[config.mk]
export PLATFORM = sky130hd
export DESIGN_NAME = iomem_cmd_master
export DESIGN_NICKNAME = d
export VERILOG_FILES = /design/src/rtl/iomem_cmd_pkg.sv /design/src/rtl/iomem_cmd_resp_ser.sv /design/src/rtl/iomem_cmd_master.sv
export SDC_FILE = /design/constraint.sdc
export NUM_CORES = 1
export LEC_CHECK = 0
export BUFFER_PORTS_ARGS = -buffer_cell sky130_fd_sc_hd__buf_2
export CORE_MARGIN = 5
export CORE_UTILIZATION = 55
export DETAILED_ROUTE_END_ITERATION = 10
export GPL_ROUTABILITY_DRIVEN = 0
export PLACE_DENSITY = 0.79
export SLEW_MARGIN = 20
export SYNTH_ARGS = -nofsm -noshare
export SYNTH_HDL_FRONTEND = slang
export SYNTH_SLANG_ARGS = --single-unit
export TNS_END_PERCENT = 1
[constraint.sdc]
create_clock -name clk -period 6.7 [get_ports clk]
set_input_delay 0.335 -clock clk [delete_from_list [all_inputs] [get_ports clk]]
set_output_delay 0.335 -clock clk [all_outputs]
set_load 0.02 [all_outputs]
[src/rtl/iomem_cmd_pkg.sv]
// Shared definitions for the iomem command master: command/status codes, FSM states, counter widths.
package iomem_cmd_pkg;

    localparam logic [7:0] CMD_READ   = 8'h52;
    localparam logic [7:0] CMD_WRITE  = 8'h57;
    localparam logic [7:0] CMD_MASKED = 8'h4D;

    localparam logic [7:0] STAT_ACK = 8'h06;
    localparam logic [7:0] STAT_NAK = 8'h15;

    localparam int BYTE_CNT_W = 2;
    localparam logic [BYTE_CNT_W-1:0] BYTE_CNT_LAST = 2'd3;

    typedef enum logic [2:0] {
        ST_IDLE = 3'd0,
        ST_STRB = 3'd1,
        ST_ADDR = 3'd2,
        ST_DATA = 3'd3,
        ST_BUS  = 3'd4,
        ST_RESP = 3'd5
    } state_t;

endpackage

[src/rtl/iomem_cmd_resp_ser.sv]
// Response serialiser: loads a status byte plus an optional 32-bit word and emits 1 or 5 bytes, LSB first.
module iomem_cmd_resp_ser (
    input  logic        clk,
    input  logic        reset,
    input  logic        load,
    input  logic [7:0]  status,
    input  logic [31:0] word,
    input  logic        with_word,
    output logic [7:0]  tx_data,
    output logic        tx_valid,
    input  logic        tx_ready,
    output logic        done
);

    logic [31:0] word_r;
    logic [2:0]  left_r;

    assign done = tx_valid && tx_ready && (left_r == 3'd0);

    // Byte shifter; tx_data only moves on an accepted byte so it stays stable under back-pressure
    always_ff @(posedge clk or posedge reset) begin
        if (reset) begin
            tx_valid <= 1'b0;
            tx_data  <= 8'h00;
            word_r   <= 32'h0000_0000;
            left_r   <= 3'd0;
        end else if (load) begin
            tx_valid <= 1'b1;
            tx_data  <= status;
            word_r   <= word;
            left_r   <= with_word ? 3'd4 : 3'd0;
        end else if (tx_valid && tx_ready) begin
            if (left_r == 3'd0) begin
                tx_valid <= 1'b0;
                tx_data  <= 8'h00;
            end else begin
                tx_data  <= word_r[7:0];
                word_r   <= {8'h00, word_r[31:8]};
                left_r   <= left_r - 3'd1;
            end
        end else begin
            tx_valid <= tx_valid;
            tx_data  <= tx_data;
        end
    end

endmodule

[src/rtl/iomem_cmd_master.sv]
// UART-framed command decoder driving one iomem read/write per frame and returning ACK/NAK plus data.
// Optional masked-write command 'M' is enabled by defining IOMEM_CMD_MASKED_WRITE_EN.
module iomem_cmd_master #(
    parameter int         TIMEOUT_CYCLES = 1024,
    parameter logic [7:0] CMD_READ       = iomem_cmd_pkg::CMD_READ,
    parameter logic [7:0] CMD_WRITE      = iomem_cmd_pkg::CMD_WRITE
) (
    input  logic        clk,
    input  logic        reset,
    input  logic [7:0]  rx_data,
    input  logic        rx_valid,
    output logic        rx_ready,
    output logic [7:0]  tx_data,
    output logic        tx_valid,
    input  logic        tx_ready,
    output logic        iomem_valid,
    input  logic        iomem_ready,
    output logic [3:0]  iomem_wstrb,
    output logic [31:0] iomem_addr,
    output logic [31:0] iomem_wdata,
    input  logic [31:0] iomem_rdata,
    output logic        busy
);

    import iomem_cmd_pkg::*;

    localparam int TO_W = $clog2(TIMEOUT_CYCLES);
    localparam logic [TO_W-1:0] TO_LIMIT = TO_W'(TIMEOUT_CYCLES - 1);

    state_t                state_r;
    logic [BYTE_CNT_W-1:0] byte_cnt_r;
    logic [TO_W-1:0]       to_cnt_r;
    logic                  is_write_r;
    logic                  resp_load_r;
    logic [7:0]            resp_status_r;
    logic [31:0]           resp_word_r;
    logic                  resp_long_r;
    logic                  rx_accept_s;
    logic                  ser_done_s;

    assign rx_accept_s = rx_valid && rx_ready;

    // Command FSM: frame decode, single bus cycle with timeout, response hand-off
    always_ff @(posedge clk or posedge reset) begin
        if (reset) begin
            state_r       <= ST_IDLE;
            byte_cnt_r    <= {BYTE_CNT_W{1'b0}};
            to_cnt_r      <= {TO_W{1'b0}};
            is_write_r    <= 1'b0;
            resp_load_r   <= 1'b0;
            resp_status_r <= 8'h00;
            resp_word_r   <= 32'h0000_0000;
            resp_long_r   <= 1'b0;
            rx_ready      <= 1'b0;
            busy          <= 1'b0;
            iomem_valid   <= 1'b0;
            iomem_wstrb   <= 4'h0;
            iomem_addr    <= 32'h0000_0000;
            iomem_wdata   <= 32'h0000_0000;
        end else begin
            resp_load_r <= 1'b0;
            case (state_r)
                ST_IDLE: begin
                    rx_ready <= 1'b1;
                    if (rx_accept_s) begin
                        busy       <= 1'b1;
                        byte_cnt_r <= {BYTE_CNT_W{1'b0}};
                        if (rx_data == CMD_READ) begin
                            state_r     <= ST_ADDR;
                            iomem_wstrb <= 4'h0;
                            is_write_r  <= 1'b0;
                        end else if (rx_data == CMD_WRITE) begin
                            state_r     <= ST_ADDR;
                            iomem_wstrb <= 4'hF;
                            is_write_r  <= 1'b1;
`ifdef IOMEM_CMD_MASKED_WRITE_EN
                        end else if (rx_data == CMD_MASKED) begin
                            state_r     <= ST_STRB;
                            is_write_r  <= 1'b1;
`endif
                        end else begin
                            state_r       <= ST_RESP;
                            rx_ready      <= 1'b0;
                            resp_load_r   <= 1'b1;
                            resp_status_r <= STAT_NAK;
                            resp_long_r   <= 1'b0;
                        end
                    end
                end
                ST_STRB: begin
                    if (rx_accept_s) begin
                        iomem_wstrb <= rx_data[3:0];
                        state_r     <= ST_ADDR;
                    end
                end
                ST_ADDR: begin
                    if (rx_accept_s) begin
                        iomem_addr <= {rx_data, iomem_addr[31:8]};
                        byte_cnt_r <= byte_cnt_r + BYTE_CNT_W'(1'b1);
                        if (byte_cnt_r == BYTE_CNT_LAST) begin
                            if (is_write_r) begin
                                state_r <= ST_DATA;
                            end else begin
                                state_r     <= ST_BUS;
                                rx_ready    <= 1'b0;
                                iomem_valid <= 1'b1;
                                to_cnt_r    <= {TO_W{1'b0}};
                            end
                        end
                    end
                end
                ST_DATA: begin
                    if (rx_accept_s) begin
                        iomem_wdata <= {rx_data, iomem_wdata[31:8]};
                        byte_cnt_r  <= byte_cnt_r + BYTE_CNT_W'(1'b1);
                        if (byte_cnt_r == BYTE_CNT_LAST) begin
                            rx_ready <= 1'b0;
                            // An all-zero strobe can only come from a masked write and never reaches the bus
                            if (iomem_wstrb == 4'h0) begin
                                state_r       <= ST_RESP;
                                resp_load_r   <= 1'b1;
                                resp_status_r <= STAT_NAK;
                                resp_long_r   <= 1'b0;
                            end else begin
                                state_r     <= ST_BUS;
                                iomem_valid <= 1'b1;
                                to_cnt_r    <= {TO_W{1'b0}};
                            end
                        end
                    end
                end
                ST_BUS: begin
                    if (iomem_valid && iomem_ready) begin
                        iomem_valid   <= 1'b0;
                        resp_word_r   <= iomem_rdata;
                        state_r       <= ST_RESP;
                        resp_load_r   <= 1'b1;
                        resp_status_r <= STAT_ACK;
                        resp_long_r   <= !is_write_r;
                    end else if (to_cnt_r == TO_LIMIT) begin
                        iomem_valid   <= 1'b0;
                        state_r       <= ST_RESP;
                        resp_load_r   <= 1'b1;
                        resp_status_r <= STAT_NAK;
                        resp_long_r   <= 1'b0;
                    end else begin
                        to_cnt_r <= to_cnt_r + TO_W'(1'b1);
                    end
                end
                ST_RESP: begin
                    if (ser_done_s) begin
                        state_r  <= ST_IDLE;
                        busy     <= 1'b0;
                        rx_ready <= 1'b1;
                    end
                end
                default: begin
                    state_r     <= ST_IDLE;
                    busy        <= 1'b0;
                    rx_ready    <= 1'b0;
                    iomem_valid <= 1'b0;
                end
            endcase
        end
    end

    iomem_cmd_resp_ser u_ser (
        .clk       (clk),
        .reset     (reset),
        .load      (resp_load_r),
        .status    (resp_status_r),
        .word      (resp_word_r),
        .with_word (resp_long_r),
        .tx_data   (tx_data),
        .tx_valid  (tx_valid),
        .tx_ready  (tx_ready),
        .done      (ser_done_s)
    );

endmodule

==> results of run 1 <==
-- worst paths after layout --
path                                       start               end  slack (ns)
worst max-delay path                  state_r[2]       iomem_valid        4.33
worst min-delay path                       reset    iomem_addr[10]        0.02
worst max register to register        state_r[2]       iomem_valid        4.33
worst min register to register  resp_status_r[2]  resp_status_r[2]        0.47
max in group asynchronous                  reset       resp_load_r        5.42
min in group clk                 iomem_rdata[15]   resp_word_r[15]        0.13
-- cells in the final DEF (no fill, tap or decap), types with 5 or more instances in the layout --
cell type   synthesis  final
nand3_1            10     10
clkinvlp_4          0      5
mux2_2             61     61
a211o_1             6      6
a22o_1              5      5
and3_1              8      8
mux2i_1            28     28
nor2_1             12     11
inv_1              12     11
o21ai_0            41     41
nand2_1            59     59
a21o_1              6      6
dfrtp_1           168    167
buf_2              11    124
a21oi_1             5      5
clkbuf_16           0     17
mux2_1             36     36
nand2b_1            5      5
a31oi_1             7      7
-- layout make-up --
type	count	area (um2)
Sequential cell	168	4210
Multi-Input combinational cell	361	2800
Timing Repair Buffer	129	662
Tap cell	172	215
Clock inverter	12	151
Fill cell	955	4200
Clock buffer	18	439
Inverter	13	53.8
-- synth_stat cells, types with 3 or more instances --
cell      number  share of area [%]
dfrtp_1      168                 58
mux2_2        61                9.5
nand2_1       59                3.1
o21ai_0       41                2.8
mux2_1        36                5.6
mux2i_1       28                3.9
inv_1         12               0.63
nor2_1        12               0.63
buf_2         11               0.76
clkbuf_1      11               0.57
nand3_1       10               0.69
and3_1         8               0.69
a31oi_1        7               0.61
a211o_1        6               0.73
a21o_1         6               0.63
buf_4          6               0.63
a21oi_1        5               0.35
a22o_1         5               0.61
nand2b_1       5               0.43
ha_1           4               0.69
nand4_1        4               0.35
nor3_1         4               0.28
nor4_1         4               0.35
o21a_1         4               0.42
a211oi_1       3               0.31
a221o_1        3               0.42
and2_1         3               0.26
nor2b_1        3               0.26
o31a_1         3               0.36
xnor2_1        3               0.36
-- worst max-delay path: cells and delay by family, from the launching register on --
family	cells	cell delay [ns]
DFF	1	0.65
AOI/OAI and AO/OA	1	0.12
and+or+nand+nor	3	1.45
-- routing by layer --
metal	GRT usage [%]	wire, um	vias to the layer above	share of wire (%)
li1	-	-	2286	-
met1	27.3	6690	2487	43
met2	31.6	7460	168	48
met3	7.63	1210	25	7.8
met4	6.71	237	0	1.5
met5	0	0	-	0
-- flip-flops by register name (all words and copies together), names as in the netlist, 2 cells and up --
name / cells
u_ser.left_r: 3
resp_status_r: 3
state_r: 3
iomem_wdata: 32
to_cnt_r: 10
byte_cnt_r: 2
iomem_wstrb: 4
u_ser.tx_data: 8
resp_word_r: 32
iomem_addr: 32
u_ser.word_r: 32
-- power groups by stage --
| stage | logic [uW] | clock network, uW | registers (uW) |
|---|---|---|---|
| after global routing | 1180 | 1040 | 1500 |
| final | 1080 | 980 | 1460 |
| after CTS | 1090 | 997 | 1460 |
| after detailed placement | 1080 | 0 | 1470 |
| after floorplan | 578 | 0 | 1620 |
| after global placement | 1050 | 0 | 1450 |
-- metrics by stage --
stage	setup slack, ns	area [um2]	instances	hold slack [ns]
after floorplan	1.82	7200	572	0.428
after global placement	4.44	7930	843	0.449
after detailed placement	4.38	7930	843	0.450
after CTS	4.35	8520	873	0.0335
after global routing	4.09	8520	873	0.0773
final	4.33	8520	873	0.0190
-- cells by family after synthesis --
kind of cell,Yosys count,synth area share (%)
compound gates,102,9.68
xor+xnor,3,0.365
fa+ha+maj,4,0.695
buf+inv,43,2.85
flops,168,58.4
mux,125,19.1
simple gates,127,8.98
==> metrics.md, run 1 <==
| Metric | Value |
|---|---|
| Total number of vias | 4966 |
| ANT nets after route | 0 |
| Total power | approximately 3500 uW |
| Nets | between 700 and 800 |
| Area growth syn-to-layout | 18.3% |
| Syn Area/Cell | roughly 13 um2 |
| Post-Route Skew | 0.00757 ns |
| Seq/Total Area, Yosys | roughly three fifths |
| Synthesis-stage register bit count | 168 |
| I/O pin count | approximately 130 |
| P_int | roughly 2300 uW |
| Fmax | between 400 and 500 MHz |
| Share of layout cells above drive strength 1 | roughly a third |
| Row cnt | between 40 and 50 |
| Slew margin rel. | around 45% |
| YS warnings | 0 |
| Sw Pwr | between 1000 and 1500 uW |
| Fin. Hold Viols | 0 |
| Max clock buf depth | 2 |
| Vias in the first global route | slightly above 5000 |
| Setup TNS | 0 ns |
| VDD IR max | about 320 uV |
| Die ar. | between 15000 and 20000 um2 |
| Initial Util | ~57% |
| Post-Syn Nets | between 600 and 700 |
| Resized Gates After CTS | 0 |
| Initial antenna violation count | 0 |
| CTS Buf Count | 17 |
| Worst Setup Start Kind | flop |
| Gate power share | a little under a third |
| Grt total ovfl | 0 |
| Final setup vio count | 0 |
| Hold_buf cts | 0 |
| First-pass GRT wire length | 26000 um |
| Core Util, Final | between 60% and 70% |
| CTS sink cnt | 168 |
| Leak pwr | between 0.004 and 0.005 uW |
| Clock slew at reported path FFs | roughly 0.06 ns |
| Clock share of power | ~28% |
| Largest net degree at the start of global routing | between 90 and 100 |
| Seq pwr share | 41.5% |
| PD cells | 413 nW/um2 |
| Final Max Slew Viols | 0 |
| Reg2Reg Depth | 4 |
| Worst path cell trace | nor3b_2 -> nand4_1 -> nand2_1 -> a31oi_1 |
| CP Data Arrival Time | around 2.6 ns |
| Die extent in y | between 100 and 150 um |
| Critical Path RT | between 6 and 7 ns |
| DR vias/cell | 5.69 |
| WL final | between 15000 and 20000 um |
| Setup bufs post-CTS | 0 |
| Remaining DRCs | 0 |
| Cell area after synthesis | 7200 um2 |
| Total GRT Usage | between 20 and 25% |
| Ant. Diodes | 0 |
| Worst hold path type | in2async |
| Max incr delay on CP | approximately 0.65 ns |
| Clock Tree Root | clkbuf_16 |
| Ys flop type | dfrtp_1 |
| CP Max Fanout | 18 |
| RSZ-0062 raised after global routing | false |
| Synth unique cells | 62 |
| MaxCap Viol Count | 0 |
| Drt pass-1 iters | 5 |
| Clock latency at the later pin of the worst-skew pair | approximately 0.42 ns |
| Die width | about 120 um |
| Post-synth EDFFs | 0 |
| TritonCTS clock tree | built |
| Critical Path End Type | flop |
| Post-Synthesis Cells | around 570 |
| DP Wirelength | 10600 um |
| Final period utilization | between 30% and 40% |
| FFs w/ async S/R, synth | 100% |
| Setup CP Type | reg2reg |
| Worst-margin pin slew | slightly above 0.8 ns |
| 1st-iter DRT viols | about 580 |
| H-tree levels | 4 |
| Result of the run | finished clean |
| Core ar. | 12700 um2 |
| Sw frac | a little over a third |
| DR WL/cell | 17.9 um |
| Minimum clock period | about 2.4 ns |
| PortBufs | 124 |
| CP max-delay cell | dfrtp_1 |
No activity file was read; power rests on OpenSTA's default activity.
==> run 2: changes to the inputs <==
Settings changed: CORE_UTILIZATION 55 to 50, PLACE_DENSITY 0.79 to 0.75.
Clock period 6.7 ns to 1.9 ns, I/O delays scaled along.
==> run 2 against run 1 <==
  * Via count rose by 3.6%
  * Combinational power rose to 3.8 times the previous value
  * Clock-buffer cell count rose by 4
  * Flip-flop and latch count did not move
  * Clock power rose to 3.6 times the previous value
  * Critical endpoint is now resp_word_r[30]
==> metrics.md, run 2 (synthesized netlist as in run 1, its figures left out) <==
| Metric | Value |
|---|---|
| Drt pass-1 iters | 5 (unchanged) |
| TritonCTS clock tree | built |
| CP Data Arrival Time | 2.13 ns (-0.51 ns) |
| R2R Path End | resp_word_r[30] |
| Clock slew at reported path FFs | 0.06 ns (about the same) |
| Leak pwr | 0.00458 uW (+6.5%) |
| Remaining DRCs | 0 (unchanged) |
| CP max-delay cell | or3b_1 |
| RSZ-0062 raised after global routing | true |
| Row cnt | 43 (+4.9%) |
| WL final | 16100 um (+3.3%) |
| Largest net degree at the start of global routing | 96 (+4.3%) |
| Max clock buf depth | 2 (unchanged) |
| 1st-iter DRT viols | 315 (-46%) |
| VDD IR max | 980 uV (+200%) |
| DR WL/cell | 17.1 um (-4.0%) |
| First-pass GRT wire length | 27100 um (+4.2%) |
| Final setup vio count | 0 (unchanged) |
| Die width | 130 um (+4.5%) |
| MaxCap Viol Count | 0 (unchanged) |
| Core Util, Final | 65.5% (-1.5 points) |
| Final Max Slew Viols | 0 (unchanged) |
| Total GRT Usage | 20.2% (-0.38 points) |
| Vias in the first global route | 5326 (+4.7%) |
| DP Wirelength | 10900 um (+3.2%) |
| CTS sink cnt | 168 (unchanged) |
| Worst path top cell family by delay | simple AND/OR/NAND/NOR gates |
| Final WS setup | 0.0642 ns (-4.27 ns) |
| Worst path cell trace | or3b_1 -> nor2_8 -> buf_12 -> mux2_2 |
| DR vias/cell | 5.47 (-3.8%) |
| Grt total ovfl | 0 (unchanged) |
| Worst reg2reg setup slack | 0.06 ns (-4.27 ns) |
| Max incr delay on CP | 0.55 ns (-0.10 ns) |
| Reg2Reg Depth | 4 (unchanged) |
| Clock latency at the later pin of the worst-skew pair | 0.43 ns (about the same) |
| Initial Util | 51.5% (-5.1 points) |
| Critical Path End Type | flop |
| Die ar. | 16900 um2 (+9.2%) |
| H-tree levels | 4 (unchanged) |
| Post-Place Cell Area | 8150 um2 (+2.8%) |
| Most common cell after layout, fill and taps aside | dfrtp_1 |
| Worst-margin pin slew | 0.503 ns (-0.327 ns) |
| Minimum clock period | 1.84 ns (-0.530 ns) |
| Post-route cell area | 9160 um2 (+7.5%) |
| Fill count | 1064 (+11%) |
| Post-Route Skew | 0.0181 ns (+0.0106 ns) |
| Core ar. | 14000 um2 (+10%) |
| Setup CP Type | reg2reg |
| Slew margin rel. | 66.5% (+22 points) |
| Initial antenna violation count | 0 (unchanged) |
| Dpl ws | 0.0146 ns (-4.36 ns) |
| ANT nets after route | 0 (unchanged) |
| Hold path endpoint | iomem_wdata[26] |
| Clock Tree Root | clkbuf_16 |
| Setup bufs post-CTS | 0 (unchanged) |
| Crit path buffers/inverters | 1 (+1) |
| Fmax | 545 MHz (+29%) |
| Share of layout cells above drive strength 1 | 32.9% (-0.34 points) |
| Final period utilization | 96.6% (+61 points) |
| Critical Path RT | 2.20 ns (-4.78 ns) |
| CP Max Fanout | 35 (+17) |
| Worst Setup Start Kind | flop |
| Total power | 12700 uW (+260%) |
| PD cells | 1390 nW/um2 (+240%) |
| Result of the run | finished clean |
| HP Start | rx_data[2] |
| Area growth syn-to-layout | 27.2% |
| CTS Buf Count | 17 (unchanged) |
| R2R Path Start | state_r[0] |
| Total number of vias | 5145 (+3.6%) |
| Fin. Hold Viols | 0 (unchanged) |
| PortBufs | 124 (unchanged) |
| Commonest cells after routing, fill and taps aside | 167 x dfrtp_1, 124 x buf_2, 61 x mux2_2 |
| I/O pin count | 125 (unchanged) |
| Die extent in y | 130 um (+4.5%) |
| Cell depth of the worst hold path | 2 |
| Nets | 796 (+7.7%) |
| Ant. Diodes | 0 (unchanged) |
| Worst hold path type | in2reg |
run 2: repair_timing:
| action | 4_1_cts | 5_1_grt |
|---|---|---|
| hold endpoints to repair | 213 | 0 |
| resized for setup | 0 | 1 |
| setup endpoints to repair | 0 | 7 |
| hold buffers | 40 | 0 |
run 2: per-layer routing:
layer  share of wire (%)  up-vias  global-route usage [%]
met5                   0        -                       0
met4                0.89        0                    5.38
met3                 6.0       12                    6.30
met2                  49      132                    32.6
met1                  44     2586                    26.8
li1                    -     2415                       -
run 2: worst max-delay path by stage:
| stage | from | to | cells after the start |
|---|---|---|---|
| 2_1_floorplan | reset | busy | 1 |
| 3_3_place_gp | byte_cnt_r[0] | to_cnt_r[2] | 6 |
| 3_5_place_dp | byte_cnt_r[0] | to_cnt_r[6] | 6 |
| 4_1_cts | byte_cnt_r[0] | to_cnt_r[6] | 6 |
| 5_1_grt | to_cnt_r[0] | resp_status_r[1] | 6 |
| 6_report | state_r[0] | resp_word_r[30] | 4 |
run 2: through the flow:
| step | hold slack [ns] | TNS, ns | instances |
|---|---|---|---|
| after CTS | 0.0164 | 0 | 940 |
| after global routing | 0.0145 | -0.0614 | 940 |
| final | 0.0269 | 0 | 940 |
| after detailed placement | 0.273 | 0 | 868 |
| after global placement | 0.270 | 0 | 868 |
| after floorplan | 0.219 | -56.40 | 572 |
run 2: worst reg2reg max path, stage by stage, from the launching register on:
cell	delay [ns]
dfrtp_1	0.40
or3b_1	0.55
nor2_8	0.17
buf_12	0.22
mux2_2	0.39
run 2: final cells by class:
class / instances / area [um2] / share of cell area, %
clock buffers: 22 / 464 / 5.07
clock inverters: 10 / 143 / 1.56
inverters: 13 / 52.6 / 0.573
multi-input cells: 361 / 2800 / 30.6
flip-flops and latches: 168 / 4210 / 45.9
well taps: 180 / 225 / 2.46
repair buffers: 186 / 1270 / 13.9
run 2: report_power, final:
group,total (uW),switching (uW),internal [uW]
Clock,3520,1370,2140
Sequential,5110,695,4420
Combinational,4120,2410,1710
Total,12700,4480,8270
==> run 3: changes to the inputs <==
Settings changed: RECOVER_POWER set to 100.
==> run 3 against run 2 <==
  * Hold slack gained 0.0023 ns
  * Critical path type unchanged
  * Worst setup slack lost 0.045 ns
  * Register-to-register slack worse by 0.05 ns
  * First-iteration DRC count is 12% lower
  * Sequential power about the same
  * Clock-buffer cell count did not move
  * Clock skew fell by 0.00074 ns
  * Largest power group unchanged
  * Global-route usage did not move
  * Final cell count did not move
  * Non-clock buffer count unchanged
  * Utilization down 1.3 points
==> metrics.md, run 3 (synthesized netlist as in run 1, its figures left out) <==
| Metric | Value |
|---|---|
| Die ar. | 16900 um2 (unchanged) |
| HP Start | rx_data[2] |
| Remaining DRCs | 0 (unchanged) |
| Result of the run | finished clean |
| R2R Path End | resp_word_r[30] |
| Initial antenna violation count | 0 (unchanged) |
| Final Max Slew Viols | 0 (unchanged) |
| Core ar. | 14000 um2 (unchanged) |
| Total number of vias | 5145 (unchanged) |
| PortBufs | 124 (unchanged) |
| TritonCTS clock tree | built |
| Final hold slack | 0.0292 ns (+0.00232 ns) |
| Grt total ovfl | 0 (unchanged) |
| CP Max Fanout | 35 (unchanged) |
| Die width | 130 um (unchanged) |
| Post-Route Skew | 0.0174 ns (-0.000740 ns) |
| Hold path endpoint | iomem_wdata[26] |
| Die extent in y | 130 um (unchanged) |
| Vias in the first global route | 5326 (unchanged) |
| Total GRT Usage | 20.2% (unchanged) |
| I/O pin count | 125 (unchanged) |
| Critical Path End Type | flop |
| Slew margin rel. | 16.2% (-50 points) |
| Clock latency at the later pin of the worst-skew pair | 0.42 ns (about the same) |
| Minimum clock period | 1.88 ns (+0.0452 ns) |
| Most common cell after layout, fill and taps aside | dfrtp_1 |
| Fill count | 1124 (+5.6%) |
| Nets | 796 (unchanged) |
| Core Util, Final | 64.2% (-1.3 points) |
| 1st-iter DRT viols | 278 (-12%) |
| Final WS setup | 0.0190 ns (-0.0452 ns) |
| Fin. Hold Viols | 0 (unchanged) |
| PD cells | 1390 nW/um2 (+0.20%) |
| R2R Path Start | state_r[0] |
| Share of layout cells above drive strength 1 | 21.2% (-12 points) |
| CTS Buf Count | 17 (unchanged) |
| Leak pwr | 0.00423 uW (-7.6%) |
| MaxCap Viol Count | 0 (unchanged) |
| Initial Util | 51.5% (unchanged) |
| Largest net degree at the start of global routing | 96 (unchanged) |
| Commonest cells after routing, fill and taps aside | 167 x dfrtp_1, 90 x clkbuf_1, 61 x mux2_2 |
| Critical Path RT | 2.20 ns (about the same) |
| Final period utilization | 99.0% (+2.4 points) |
| Reg2Reg Depth | 4 (unchanged) |
| DR WL/cell | 17.0 um (-0.86%) |
| Row cnt | 43 (unchanged) |
| Fmax | 532 MHz (-2.4%) |
| Drt pass-1 iters | 5 (unchanged) |
| Clock slew at reported path FFs | 0.06 ns (about the same) |
| Worst reg2reg setup slack | 0.02 ns (-0.05 ns) |
| Cell depth of the worst hold path | 2 (unchanged) |
| Setup CP Type | reg2reg |
| Setup TNS | 0 ns (unchanged) |
| CP Data Arrival Time | 2.18 ns (+0.05 ns) |
| Setup bufs post-CTS | 0 (unchanged) |
| Worst Setup Start Kind | flop |
| Register Area | 4210 um2 (unchanged) |
| RSZ-0062 raised after global routing | true |
| CTS sink cnt | 168 (unchanged) |
| Clock Tree Root | clkbuf_16 |
| VDD IR max | 959 uV (-2.1%) |
| Multi-input logic area | 2800 um2 (about the same) |
| Worst-margin pin slew | 1.26 ns (+0.754 ns) |
| Final setup vio count | 0 (unchanged) |
| Area growth syn-to-layout | 24.7% |
| DP Wirelength | 10900 um (unchanged) |
| Dpl ws | 0.0146 ns (unchanged) |
| ANT nets after route | 0 (unchanged) |
| H-tree levels | 4 (unchanged) |
| DR vias/cell | 5.47 (unchanged) |
| Worst hold path type | in2reg |
| Max clock buf depth | 2 (unchanged) |
| First-pass GRT wire length | 27100 um (unchanged) |
| WL final | 16000 um (-0.86%) |
| Ant. Diodes | 0 (unchanged) |
## run 3: how the worst max path moves through the flow
stage	start	endpoint	slack, ns	cells past startpoint
2_1_floorplan	reset	busy	-0.34	1
3_3_place_gp	byte_cnt_r[0]	to_cnt_r[2]	0.12	6
3_5_place_dp	byte_cnt_r[0]	to_cnt_r[6]	0.01	6
4_1_cts	byte_cnt_r[0]	to_cnt_r[6]	0.004	6
5_1_grt	to_cnt_r[0]	resp_status_r[1]	-0.06	6
6_report	state_r[0]	resp_word_r[30]	0.02	4
## run 3: repair_timing
item                       4_1_cts  5_1_grt
gates resized for setup          0        1
hold endpoints to repair       213        0
hold buffers                    40        0
setup endpoints to repair        0        7
## run 3: area by class of cell
| type | instances | share of cell area [%] |
|---|---|---|
| sequential | 168 | 46.8 |
| multi-input combinational | 361 | 31.2 |
| timing repair buffer | 186 | 12.2 |
| clock buffer | 22 | 5.17 |
| tap | 180 | 2.51 |
| clock inverter | 10 | 1.59 |
| inverter | 13 | 0.557 |
## run 3: through the flow
step	cells	power, uW	cell area (um2)
finish	940	12500	8980
global route	940	13200	8980
CTS	940	12800	9160
detailed placement	868	9210	8150
global placement	868	9070	8150
floorplan	572	7750	7210
## run 3: power by group
| group | internal [uW] | leakage (uW) | switching (uW) |
|---|---|---|---|
| registers | 4420 | 0.00225 | 702 |
| logic | 1480 | 0.00170 | 2400 |
| clock network | 2140 | 0.000283 | 1370 |
## run 3: metal layers
metal  part of all wire, %  GRT usage [%]  up-vias
li1                      -              -     2412
met1                    43           26.8     2578
met2                    50           32.6      141
met3                   6.3           6.30       14
met4                  0.93           5.38        0
met5                     0              0        -
## run 3: worst max-delay path, stage by stage, from the launching register on
cell and delay [ns]:
dfrtp_1 0.40, or3b_1 0.54, nor2_8 0.16, buf_8 0.27
mux2_2 0.38
